$ cat src/rtl/sram_bist_pkg.sv
// Shared definitions for the SRAM BIST master: FSM states, data pattern, Wishbone constants.
package sram_bist_pkg;

    typedef enum logic [2:0] {
        ST_IDLE,
        ST_WR_REQ,
        ST_WR_WAIT,
        ST_RD_REQ,
        ST_RD_WAIT,
        ST_DONE
    } bist_state_e;

    localparam logic [2:0] WB_CTI_CLASSIC = 3'b000;
    localparam logic [1:0] WB_BTE_LINEAR  = 2'b00;
    localparam logic [3:0] WB_SEL_ALL     = 4'b1111;

    // Address-derived test word: complemented index in the upper half, true index in the lower.
    function automatic logic [31:0] bist_pattern(input logic [31:0] seed, input logic [15:0] idx);
        return seed ^ {~idx, idx};
    endfunction

endpackage

$ cat src/rtl/wb_ack_timer.sv
// Per-transaction ack wait counter; expire pulses on the cycle the wait budget runs out.
module wb_ack_timer
    import sram_bist_pkg::*;
#(
    parameter int unsigned TIMEOUT = 255
) (
    input  logic clk,
    input  logic rst_n,
    input  logic clr,
    input  logic ack,
    output logic expire
);

    logic [15:0] count_q, count_d;

    // Count cycles spent waiting; any ack or leaving the wait state restarts from zero.
    always_comb begin
        count_d = count_q;
        if (clr || ack) begin
            count_d = '0;
        end else begin
            count_d = count_q + 16'd1;
        end
    end

    assign expire = !clr && !ack && (count_q == 16'(TIMEOUT - 1));

    // Counter register.
    always_ff @(posedge clk or negedge rst_n) begin
        if (!rst_n) begin
            count_q <= '0;
        end else begin
            count_q <= count_d;
        end
    end

endmodule

$ cat src/rtl/wb_sram_bist.sv
// Wishbone classic master that writes an address pattern over a word range, reads it back and reports errors.
module wb_sram_bist
    import sram_bist_pkg::*;
#(
    parameter int unsigned ADDR_BITS = 22,
    parameter int unsigned BASE_WORD = 0,
    parameter int unsigned WORDS     = 1024,
    parameter logic [31:0] SEED      = 32'hA5A55A5A,
    parameter int unsigned TIMEOUT   = 255
) (
    input  logic        clk,
    input  logic        rst,
    input  logic        start,
    output logic        busy,
    output logic        done,
    output logic        pass,
    output logic        timeout,
    output logic [15:0] err_count,
    output logic [31:0] err_addr,
    output logic [31:0] err_data,
    output logic        wbm_cyc_o,
    output logic        wbm_stb_o,
    output logic [31:0] wbm_addr_o,
    output logic [2:0]  wbm_cti_o,
    output logic [1:0]  wbm_bte_o,
    output logic [3:0]  wbm_sel_o,
    output logic        wbm_we_o,
    output logic [31:0] wbm_data_o,
    input  logic [31:0] wbm_data_i,
    input  logic        wbm_ack_i
);

    localparam int unsigned IW = ADDR_BITS - 2;
    localparam logic [IW-1:0] FIRST_IDX = IW'(BASE_WORD);
    localparam logic [IW-1:0] LAST_IDX  = IW'(BASE_WORD + WORDS - 1);

    bist_state_e   state_q, state_d;
    logic          start_q, start_d;
    logic [IW-1:0] idx_q, idx_d;
    logic [31:0]   wdata_q, wdata_d;
    logic          we_q, we_d;
    logic          cyc_q, cyc_d;
    logic          busy_q, busy_d;
    logic          done_q, done_d;
    logic          pass_q, pass_d;
    logic          timeout_q, timeout_d;
    logic [15:0]   err_count_q, err_count_d;
    logic [31:0]   err_addr_q, err_addr_d;
    logic [31:0]   err_data_q, err_data_d;

    logic          waiting;
    logic          timer_clr;
    logic          ack_expire;
    logic          start_edge;
    logic          accept;
    logic [31:0]   cur_addr;

    assign cur_addr  = 32'({idx_q, 2'b00});
    assign waiting   = (state_q == ST_WR_WAIT) || (state_q == ST_RD_WAIT);
    assign timer_clr = !waiting;

    wb_ack_timer #(
        .TIMEOUT(TIMEOUT)
    ) u_ack_timer (
        .clk   (clk),
        .rst_n (rst),
        .clr   (timer_clr),
        .ack   (wbm_ack_i),
        .expire(ack_expire)
    );

    // Next-state and result logic; busy/done are registered from the state so they lag it by one cycle.
    always_comb begin
        state_d     = state_q;
        start_d     = start;
        idx_d       = idx_q;
        we_d        = we_q;
        cyc_d       = cyc_q;
        done_d      = done_q;
        pass_d      = pass_q;
        timeout_d   = timeout_q;
        err_count_d = err_count_q;
        err_addr_d  = err_addr_q;
        err_data_d  = err_data_q;
        busy_d      = (state_q != ST_IDLE) && (state_q != ST_DONE);
        start_edge  = start && !start_q;
        accept      = start_edge && ((state_q == ST_IDLE) || (state_q == ST_DONE));

        unique case (state_q)
            ST_IDLE, ST_DONE: begin
                if (state_q == ST_DONE) begin
                    done_d = 1'b1;
                    pass_d = !timeout_q && (err_count_q == '0);
                end
                if (accept) begin
                    state_d     = ST_WR_REQ;
                    idx_d       = FIRST_IDX;
                    done_d      = 1'b0;
                    pass_d      = 1'b0;
                    timeout_d   = 1'b0;
                    err_count_d = '0;
                    err_addr_d  = '0;
                    err_data_d  = '0;
                end
            end
            ST_WR_REQ: begin
                cyc_d   = 1'b1;
                we_d    = 1'b1;
                state_d = ST_WR_WAIT;
            end
            ST_WR_WAIT: begin
                if (wbm_ack_i) begin
                    cyc_d = 1'b0;
                    if (idx_q == LAST_IDX) begin
                        idx_d   = FIRST_IDX;
                        state_d = ST_RD_REQ;
                    end else begin
                        idx_d   = idx_q + IW'(1);
                        state_d = ST_WR_REQ;
                    end
                end else if (ack_expire) begin
                    cyc_d     = 1'b0;
                    timeout_d = 1'b1;
                    state_d   = ST_DONE;
                end
            end
            ST_RD_REQ: begin
                cyc_d   = 1'b1;
                we_d    = 1'b0;
                state_d = ST_RD_WAIT;
            end
            ST_RD_WAIT: begin
                if (wbm_ack_i) begin
                    cyc_d = 1'b0;
                    if (wbm_data_i != wdata_q) begin
                        if (err_count_q == '0) begin
                            err_addr_d = cur_addr;
                            err_data_d = wbm_data_i;
                        end
                        if (err_count_q != '1) begin
                            err_count_d = err_count_q + 16'd1;
                        end
                    end
                    if (idx_q == LAST_IDX) begin
                        state_d = ST_DONE;
                    end else begin
                        idx_d   = idx_q + IW'(1);
                        state_d = ST_RD_REQ;
                    end
                end else if (ack_expire) begin
                    cyc_d     = 1'b0;
                    timeout_d = 1'b1;
                    state_d   = ST_DONE;
                end
            end
            default: begin
                state_d = ST_IDLE;
            end
        endcase

        wdata_d = bist_pattern(SEED, 16'(idx_d));
    end

    // State and output registers; reset releases the bus immediately.
    always_ff @(posedge clk or negedge rst) begin
        if (!rst) begin
            state_q     <= ST_IDLE;
            start_q     <= 1'b0;
            idx_q       <= '0;
            wdata_q     <= '0;
            we_q        <= 1'b0;
            cyc_q       <= 1'b0;
            busy_q      <= 1'b0;
            done_q      <= 1'b0;
            pass_q      <= 1'b0;
            timeout_q   <= 1'b0;
            err_count_q <= '0;
            err_addr_q  <= '0;
            err_data_q  <= '0;
        end else begin
            state_q     <= state_d;
            start_q     <= start_d;
            idx_q       <= idx_d;
            wdata_q     <= wdata_d;
            we_q        <= we_d;
            cyc_q       <= cyc_d;
            busy_q      <= busy_d;
            done_q      <= done_d;
            pass_q      <= pass_d;
            timeout_q   <= timeout_d;
            err_count_q <= err_count_d;
            err_addr_q  <= err_addr_d;
            err_data_q  <= err_data_d;
        end
    end

    assign busy       = busy_q;
    assign done       = done_q;
    assign pass       = pass_q;
    assign timeout    = timeout_q;
    assign err_count  = err_count_q;
    assign err_addr   = err_addr_q;
    assign err_data   = err_data_q;
    assign wbm_cyc_o  = cyc_q;
    assign wbm_stb_o  = cyc_q;
    assign wbm_addr_o = cur_addr;
    assign wbm_cti_o  = WB_CTI_CLASSIC;
    assign wbm_bte_o  = WB_BTE_LINEAR;
    assign wbm_sel_o  = WB_SEL_ALL;
    assign wbm_we_o   = we_q;
    assign wbm_data_o = wdata_q;

endmodule

$ cat config.mk
export PLATFORM = sky130hd
export DESIGN_NAME = wb_sram_bist
export DESIGN_NICKNAME = d
export VERILOG_FILES = /design/src/rtl/sram_bist_pkg.sv /design/src/rtl/wb_ack_timer.sv /design/src/rtl/wb_sram_bist.sv
export SDC_FILE = /design/constraint.sdc
export NUM_CORES = 1
export LEC_CHECK = 0
export CAP_MARGIN = 20
export CORE_ASPECT_RATIO = 0.9
export CORE_MARGIN = 2
export CORE_UTILIZATION = 32
export CTS_BUF_LIST = sky130_fd_sc_hd__clkbuf_8
export CTS_CLUSTER_SIZE = 28
export DETAILED_ROUTE_END_ITERATION = 10
export GPL_ROUTABILITY_DRIVEN = 1
export GPL_TIMING_DRIVEN = 0
export HOLD_SLACK_MARGIN = 0.06
export SLEW_MARGIN = 10
export SYNTH_ARGS = -nofsm -noshare
export SYNTH_HDL_FRONTEND = slang
export SYNTH_SLANG_ARGS = --single-unit
$ cat constraint.sdc
create_clock -name clk -period 6.7 [get_ports clk]
set_input_delay 1.005 -clock clk [delete_from_list [all_inputs] [get_ports clk]]
set_output_delay 1.005 -clock clk [all_outputs]
set_load 0.02 [all_outputs]
==> results by group, run 1 <==
Status
  – Status: completed

Floorplanning
  – Die ar.: 22990 um2
  – Initial core utilization: 32.43%
  – Chip width: 159.6 um
  – Core area: 21500 um2
  – Die H: 144.1 um
  – Io pins: 196
  – Row count: 51

Min path
  – Hold WC Path Type: reg2reg
  – WHS Path Cells: 1

Clocking
  – Total CTS buffers: 17
  – Worst-path clk slew: 90 ps
  – Root buf cell: clkbuf_8
  – Post-CTS sizing: 0
  – Post-CTS Setup Inserts: 0
  – Max Buffers Root-to-Sink: 2
  – Clk sink count: 122
  – CTS tree: done
  – CTS H-tree depth: 4
  – Clock insertion delay at the later pin of the skew report: 470 ps
  – Cts hold-fix bufs: 0

Drt
  – Routed via count: 6171
  – Final wirelength: 21260 um
  – Drt wl/cell: 16.72 um
  – Drt pass-1 iters: 5
  – Drc violations: 0
  – Vias/cell: 4.851
  – Antenna Nets Post-Route: 0
  – First DRT Iteration DRCs: 424

Synthesis
  – Number of enable flip-flop cells after synthesis: 0
  – Count of cell types in the netlist: 62
  – Synth warn: 0
  – Avg Cell Area, Syn: 9.225 um2
  – Gate Count Post-Synth: 756
  – Top_reg_cell synth: dfrtp_1
  – Asr flop ratio synth: 100.0%
  – Synthesized area: 6974 um2
  – Register area share after synthesis: 43.77%
  – Flops & latches, synth: 122

Layout
  – Commonest non-fill, non-tap cell in the layout: clkdlybuf4s50_1
  – Fillers: 2126
  – Core Util, Final: 44.07%
  – Area occupied by multi-input gates: 3349 um2
  – Register area: 3053 um2
  – Area grow syn2layout: 35.88%
  – Design area: 9477 um2
  – Layout cells sized above 1: 12.64%
  – Nets: 1010
  – Antenna Diode Count: 0
  – Most frequent cells in the layout: clkdlybuf4s50_1, nand2_1, dfrtp_1

Worst setup path
  – Startpoint types: primary input
  – CP required: 7030 ps
  – Critical path, cell by cell: clkdlybuf4s50_1 -> nor2b_1 -> a21oi_1 -> a211oi_1 -> o211ai_1 -> o21ai_0 -> o21ai_0
  – Slowest CP cell: a211oi_1
  – Most frequent CP cell: o21ai_0
  – Worst Path Arrival: 3720 ps
  – Worst Path Max Fanout: 7
  – Crit path largest cell delay: 890 ps
  – Critical path class: in2reg
  – R2r setup slk: 3810 ps
  – Worst Reg-to-Reg Cells: 9
  – Crit. End Element: flip-flop

Timing
  – Min Tclk post-route: 3387 ps
  – Slew Limit Fails: 0
  – Final Skew: 22.73 ps
  – Slew headroom: 29.71%
  – Total Neg Setup Slack: 0 ps
  – Fin crit share: 50.55%
  – Unrepaired setup endpoints after global routing: false
  – # setup viols final: 0
  – Hold Violations, Final: 0
  – Worst-Margin Slew: 1048 ps
  – FMAX: 295.3 MHz

Pwr
  – P_leak: 4.124 nW
  – Pwr/cell area: 278.9 nW/um2
  – Worst vdd ir: 0.1324 mV

Global route
  – Initial antenna violation count: 0
  – Grt ovf: 0
  – First-pass GRT wire length: 32520 um
  – Tot GR Track Use: 18.37%
  – Vias in the first global route: 5672
  – Pin count of the biggest net entering global routing: 63

Placed design
  – Port Buffer Count: 161
  – DP Area: 9095 um2
  – Global placer's final weighted congestion: 0.8438
  – Dpl hpwl: 15740 um

Job
  – Max_cap viols: 0
[critical path: cells and delay by family]
| kind | cells | cell delay [ps] |
|---|---|---|
| AOI/OAI and AO/OA | 5 | 1770 |
| and+or+nand+nor | 1 | 430 |
| buffers and inverters | 1 | 500 |
[report_power, final]
part           internal (W)  switching (W)
combinational      0.000444       0.000669
sequential         0.000816      0.0000620
clock              0.000277       0.000374
[layer usage]
layer	global-route usage, %	wire length (um)
met1	25.68	10020
met4	5.120	306
met3	4.244	1206
met2	28.59	9726
met5	0	0
[synth_stat cells (all sizes together) (2+ instances only)]
cell type  count  share of area [%]
a2111oi        2               0.52
a211o          2               0.25
a211oi         4               0.50
a21oi         17                1.2
a22oi          2               0.22
a31oi          6               0.54
a32o           2               0.29
a32oi          2               0.25
and2           6               0.54
and3           6               0.54
and4           4               0.50
buf           79                8.2
clkbuf        20                1.1
conb           2               0.11
dfrtp        122                 44
ha             6                1.1
inv           10               0.54
mux2i         59                8.5
nand2        152                8.2
nand2b         9               0.81
nand3         30                2.2
nand3b         2               0.22
nand4         19                1.9
nor2          38                2.3
nor2b          4               0.36
nor3          13                1.0
nor3b          2               0.38
nor4          10               0.90
o211ai         4               0.43
o21a           4               0.43
o21ai         37                2.7
o31a           4               0.50
o31ai          9                1.2
or2            3               0.27
or3            7               0.63
or4            7               0.75
xnor2         22                2.8
xor2          17                2.1
[per-stage QoR]
stage | hold WS [ps] | setup slack [ps] | power, W | instances
6_report | 499.5 | 3313 | 0.002643 | 1272
5_1_grt | 522.9 | 3209 | 0.002782 | 1272
4_1_cts | 501.4 | 3417 | 0.002659 | 1272
3_5_place_dp | 492.4 | 2894 | 0.002005 | 1240
3_3_place_gp | 480.7 | -434.8 | 0.001997 | 1239
2_1_floorplan | 491.7 | 3963 | 0.001605 | 787
[cells by family (layout without fill, tap and decap cells)]
family | Yosys count | count (layout) | share of synthesized area (%)
compound gates | 105 | 105 | 10.19
xor+xnor | 39 | 39 | 4.898
fa+ha+maj | 6 | 6 | 1.076
buf+inv | 109 | 303 | 9.867
flops | 122 | 122 | 43.77
mux | 59 | 59 | 8.468
other cells | 2 | 33 | 0.1077
simple gates | 314 | 314 | 21.62
[layout make-up]
cell class | instances | area share (%)
Multi-Input combinational cell | 556 | 35.34
Clock buffer | 17 | 2.469
Buffer | 99 | 6.866
Tap cell | 291 | 3.842
Clock inverter | 15 | 1.558
Timing Repair Buffer | 162 | 17.31
Inverter | 10 | 0.3961
Sequential cell | 122 | 32.22
[final timing paths]
path,from,end
hold reg to reg,timeout,pass
hold / removal,timeout,pass
min in group asynchronous,rst,err_data[1]
setup / recovery,start,idx_q[16]
max in group asynchronous,rst,err_count[5]
setup reg to reg,state_q[0],wbm_data_o[17]
No activity file was read; power rests on OpenSTA's default activity.
==> inputs of run 2 (changes only) <==
==> constraint.sdc (replaced) <==
create_clock -name clk -period 3.2 [get_ports clk]
set_input_delay 0.48 -clock clk [delete_from_list [all_inputs] [get_ports clk]]
set_output_delay 0.48 -clock clk [all_outputs]
set_load 0.02 [all_outputs]
==> run 2 against run 1 <==
Compared with the run above:
- flip-flop and latch count is the same
- total power rose by 110%
- critical endpoint is now wbm_data_o[17]
- first-iteration DRC count shrank 2.8%
- die area stayed put
- sequential share of layout area is essentially flat
- worst setup slack worse by 3000 ps
- clock skew decreased by 2.3 ps
- non-clock buffer count up 1
==> results by group, run 2 (synthesis gave the netlist of run 1 again) <==
Layout
  – Antenna Diode Count: 0
  – Area grow syn2layout: 36.02%
  – Layout cells sized above 1: 12.63%
  – Most frequent cells in the layout: clkdlybuf4s50_1, nand2_1, dfrtp_1
  – Core Util, Final: 44.11%
  – Nets: 1011
  – Commonest non-fill, non-tap cell in the layout: clkdlybuf4s50_1

Drt
  – Vias/cell: 4.796
  – Drt wl/cell: 16.68 um
  – Drt pass-1 iters: 5
  – First DRT Iteration DRCs: 412
  – Final wirelength: 21240 um
  – Drc violations: 0
  – Routed via count: 6105
  – Antenna Nets Post-Route: 0

Timing
  – Unrepaired setup endpoints after global routing: false
  – Slew headroom: 28.54%
  – FMAX: 346.6 MHz
  – Final Skew: 20.46 ps
  – # setup viols final: 0
  – Worst-Margin Slew: 1065 ps
  – Fin crit share: 90.16%
  – Slew Limit Fails: 0
  – Hold WS: 499.4 ps
  – Min Tclk post-route: 2885 ps
  – Hold Violations, Final: 0

Worst setup path
  – Crit. End Element: flip-flop
  – Worst Path Max Fanout: 10
  – Critical path, cell by cell: buf_2 -> inv_1 -> nand2_1 -> nand3b_1 -> or2_2 -> clkbuf_1 -> buf_2 -> buf_1 -> a32oi_1
  – Worst Path Arrival: 3180 ps
  – CP Depth: 9
  – Worst Reg-to-Reg Cells: 9
  – Slowest CP cell: clkbuf_1
  – CP required: 3490 ps
  – Crit path largest cell delay: 480 ps
  – CP top delay family: buffers and inverters
  – Most frequent CP cell: buf_2
  – Critical path class: reg2reg
  – Worst Path Buf+Inv: 5
  – Startpoint types: flip-flop

Placed design
  – Port Buffer Count: 161
  – Dpl hpwl: 15740 um
  – Global placer's final weighted congestion: 0.8438

Job
  – Max_cap viols: 0

Clocking
  – Post-CTS sizing: 0
  – Clk sink count: 122
  – Total CTS buffers: 17
  – Worst-path clk slew: 100 ps
  – Max Buffers Root-to-Sink: 2
  – Cts hold-fix bufs: 1
  – CTS tree: done
  – CTS H-tree depth: 4
  – Root buf cell: clkbuf_8
  – Post-CTS Setup Inserts: 0
  – Clock insertion delay at the later pin of the skew report: 460 ps

Min path
  – Hold WC Path Type: reg2reg
  – WHS Path Cells: 1

Global route
  – Vias in the first global route: 5678
  – First-pass GRT wire length: 32530 um
  – Initial antenna violation count: 0
  – Grt ovf: 0
  – Tot GR Track Use: 18.37%
  – Pin count of the biggest net entering global routing: 63

Pwr
  – P_leak: 4.128 nW
  – Pwr/cell area: 584.0 nW/um2
  – Worst vdd ir: 0.2782 mV

Floorplanning
  – Die H: 144.1 um
  – Row count: 51
  – Core area: 21500 um2
  – Initial core utilization: 32.43%
  – Io pins: 196
  – Chip width: 159.6 um
  – Die ar.: 22990 um2

Status
  – Status: completed
-- run 2: changes by cell type in the layout (fill, tap and decap cells not counted), sizes merged --
| cell | delta |
|---|---|
| dlygate4sd3 | +1 |
-- run 2: per-stage QoR --
stage | TNS (ps) | instance area [um2] | std cells | total power (W) | worst slack, ps
3_5_place_dp | -315.9 | 9095 | 1240 | 0.004198 | -81.09
4_1_cts | 0 | 9487 | 1273 | 0.005569 | 303.6
3_3_place_gp | -414680 | 9066 | 1239 | 0.004181 | -3410
2_1_floorplan | 0 | 7091 | 787 | 0.003361 | 843.1
6_report | 0 | 9487 | 1273 | 0.005540 | 314.9
5_1_grt | 0 | 9487 | 1273 | 0.005827 | 55.75
-- run 2: metal layers --
metal / vias to the layer above / track usage (%) / part of all wire (%)
met5: - / 0 / 0
met4: 0 / 5.120 / 1.2
met3: 17 / 4.244 / 4.9
met2: 175 / 28.62 / 46
met1: 2945 / 25.68 / 48
li1: 2968 / - / -
-- run 2: where the power goes --
| part | switching (W) | internal (W) | leakage (nW) |
|---|---|---|---|
| registers | 0.000130 | 0.00171 | 1.64 |
| clock network | 0.000788 | 0.000581 | 0.193 |
| logic | 0.00140 | 0.000931 | 2.29 |
-- run 2: final timing paths --
| check | from | to | slack, ps |
|---|---|---|---|
| setup / recovery | state_q[0] | wbm_data_o[17] | 310 |
| hold / removal | timeout | pass | 500 |
| setup reg to reg | state_q[0] | wbm_data_o[17] | 310 |
| hold reg to reg | timeout | pass | 500 |
| max in group asynchronous | rst | err_count[5] | 1900 |
| min in group asynchronous | rst | err_data[6] | 580 |
-- run 2: cell type report --
class	count	area, um2
flip-flops and latches	122	3053
well taps	291	364.1
inverters	10	37.54
plain buffers	99	650.6
clock buffers	17	234.0
multi-input cells	556	3349
fillers	2125	12020
repair buffers	163	1650
clock inverters	15	147.6
==> inputs of run 3 (changes only) <==
--- a/config.mk
+++ b/config.mk
@@ -5,6 +5,7 @@
 export SDC_FILE = /design/constraint.sdc
 export NUM_CORES = 1
 export LEC_CHECK = 0
+export ABC_CLOCK_PERIOD_IN_PS = 3030
 export CAP_MARGIN = 20
 export CORE_ASPECT_RATIO = 0.9
 export CORE_MARGIN = 2
==> constraint.sdc (replaced) <==
create_clock -name clk -period 3.03 [get_ports clk]
set_input_delay 0.4545 -clock clk [delete_from_list [all_inputs] [get_ports clk]]
set_output_delay 0.4545 -clock clk [all_outputs]
set_load 0.02 [all_outputs]
==> run 3 against run 2 <==
Compared with the run above:
- combinational power up 6%
- worst setup slack worse by 130 ps
- clock-buffer cell count unchanged
- first-iteration DRC count down 5.1%
- critical path type unchanged
- design area about the same
- wire length up 0.40%
- register-to-register slack worse by 130 ps
- highest routed layer unchanged
- total power up 5.6%
- flip-flop and latch count unchanged
- critical path depth unchanged
- clock skew about the same
==> results by group, run 3 (synthesis gave the netlist of run 1 again) <==
Status
  – Status: completed

Floorplanning
  – Core area: 21500 um2
  – Row count: 51
  – Die H: 144.1 um
  – Die ar.: 22990 um2
  – Chip width: 159.6 um
  – Initial core utilization: 32.43%
  – Io pins: 196

Timing
  – Hold WS: 498.2 ps
  – Slew headroom: 28.73%
  – Unrepaired setup endpoints after global routing: false
  – # setup viols final: 0
  – Fin crit share: 93.85%
  – FMAX: 351.7 MHz
  – Min Tclk post-route: 2844 ps
  – Hold Violations, Final: 0
  – Slew Limit Fails: 0
  – Worst-Margin Slew: 1063 ps
  – Final Skew: 20.79 ps
  – Final worst slack: 186.4 ps

Min path
  – Hold path endpoint: pass
  – Hold_sp: timeout
  – Hold WC Path Type: reg2reg
  – WHS Path Cells: 1

Layout
  – Fillers: 2124
  – Register area: 3053 um2
  – Area occupied by multi-input gates: 3349 um2
  – Area grow syn2layout: 35.97%
  – Most frequent cells in the layout: clkdlybuf4s50_1, nand2_1, dfrtp_1
  – Antenna Diode Count: 0
  – Nets: 1010
  – Layout cells sized above 1: 12.64%
  – Commonest non-fill, non-tap cell in the layout: clkdlybuf4s50_1

Pwr
  – Worst vdd ir: 0.2925 mV
  – Seq pwr share: 33.2%
  – Clock power share: 24.7%
  – Comb power frac: 42.1%
  – NetSw: 0.002449 W
  – Sw frac: 41.87%
  – Final Power: 0.005849 W
  – P_leak: 4.127 nW
  – Pwr/cell area: 616.8 nW/um2
  – Internal Power: 0.003400 W

Worst setup path
  – RR Endpoint: err_data[3]
  – Critical path class: reg2reg
  – Worst Path Arrival: 3210 ps
  – Startpoint types: flip-flop
  – Crit. End Element: flip-flop
  – Worst Path Max Fanout: 10
  – CP Launch Point: state_q[0]
  – Critical path, cell by cell: buf_2 -> nor3b_4 -> nand4_2 -> a2111oi_4 -> nand4_2 -> nand3b_1 -> buf_4 -> buf_6 -> mux2i_1
  – R2r setup slk: 190 ps
  – Crit path largest cell delay: 510 ps
  – Worst Reg-to-Reg Cells: 9
  – Most frequent CP cell: nand4_2
  – Worst reg2reg path startpoint: state_q[0]
  – CP required: 3400 ps
  – Slowest CP cell: nor3b_4

Clocking
  – Root buf cell: clkbuf_8
  – Clk sink count: 122
  – Worst-path clk slew: 90 ps
  – Max Buffers Root-to-Sink: 2
  – Total CTS buffers: 17
  – Post-CTS Setup Inserts: 0
  – CTS H-tree depth: 4
  – CTS tree: done
  – Clock insertion delay at the later pin of the skew report: 460 ps

Drt
  – Final wirelength: 21320 um
  – Drt wl/cell: 16.76 um
  – Vias/cell: 4.824
  – Drt pass-1 iters: 5
  – Drc violations: 0
  – WL met1: 10120 um
  – Met2 Wirelength: 9861 um
  – DR top layer: met4
  – WL met3: 1138 um
  – Routed via count: 6136
  – First DRT Iteration DRCs: 391
  – Antenna Nets Post-Route: 0

Global route
  – Initial antenna violation count: 0
  – Vias in the first global route: 5678
  – Grt ovf: 0
  – Tot GR Track Use: 18.37%
  – Pin count of the biggest net entering global routing: 63
  – First-pass GRT wire length: 32530 um

Job
  – Max_cap viols: 0

Placed design
  – Dpl hpwl: 15740 um
  – Global placer's final weighted congestion: 0.8438
  – Worst slack at placement: -225.6 ps
  – Port Buffer Count: 161
==> run 3: metrics by stage <==
step / TNS (ps) / cell area [um2] / util, % / cells
after CTS: 0 / 9487 / 44.11 / 1273
final: 0 / 9483 / 44.10 / 1272
after global placement: -433050 / 9066 / 42.16 / 1239
after floorplan: 0 / 7091 / - / 787
after detailed placement: -2079 / 9095 / 42.29 / 1240
after global routing: 0 / 9483 / 44.10 / 1272
==> run 3: worst max-delay path, delay by kind of cell, from the launching register on <==
family	cells	cell delay, ps
simple gates	4	1170
mux	1	200
buf+inv	3	600
flops	1	360
compound gates	1	410
==> run 3: final cells by class <==
cell class              instances  area share (%)
inverters                      10          0.3958
repair buffers                163           17.40
flip-flops and latches        122           32.19
clock inverters                15           1.557
clock buffers                  17           2.467
well taps                     291           3.840
multi-input cells             556           35.32
plain buffers                  98           6.821
==> run 3: worst max path at each step <==
stage                    endpoint  slack (ps)  cells after the start
global route          err_data[3]          20                      9
finish                err_data[3]         190                      9
floorplan               flip-flop         670                      9
CTS                   err_data[3]         130                      9
detailed placement      idx_q[16]        -230                      7
global placement    err_count[15]       -3550                      1
==> run 3: layer usage <==
layer	vias up	GRT usage (%)
met1	2963	25.68
li1	2973	-
met5	-	0
met2	188	28.62
met4	0	5.120
met3	12	4.244
==> run 3: power groups by stage <==
stage               clock network (W)  logic, W  registers, W
CTS                           0.00147   0.00247       0.00194
finish                        0.00144   0.00246       0.00194
detailed placement                  0   0.00246       0.00197
global placement                    0   0.00244       0.00197
floorplan                           0   0.00141       0.00213
global route                  0.00154   0.00264       0.00197
==> run 3: timing repair <==
item / 4_1_cts / 5_1_grt
hold buffers: 1 / 0
hold endpoints to repair: 60 / 0
setup endpoints to repair: 0 / 7
resized for setup: 0 / 0
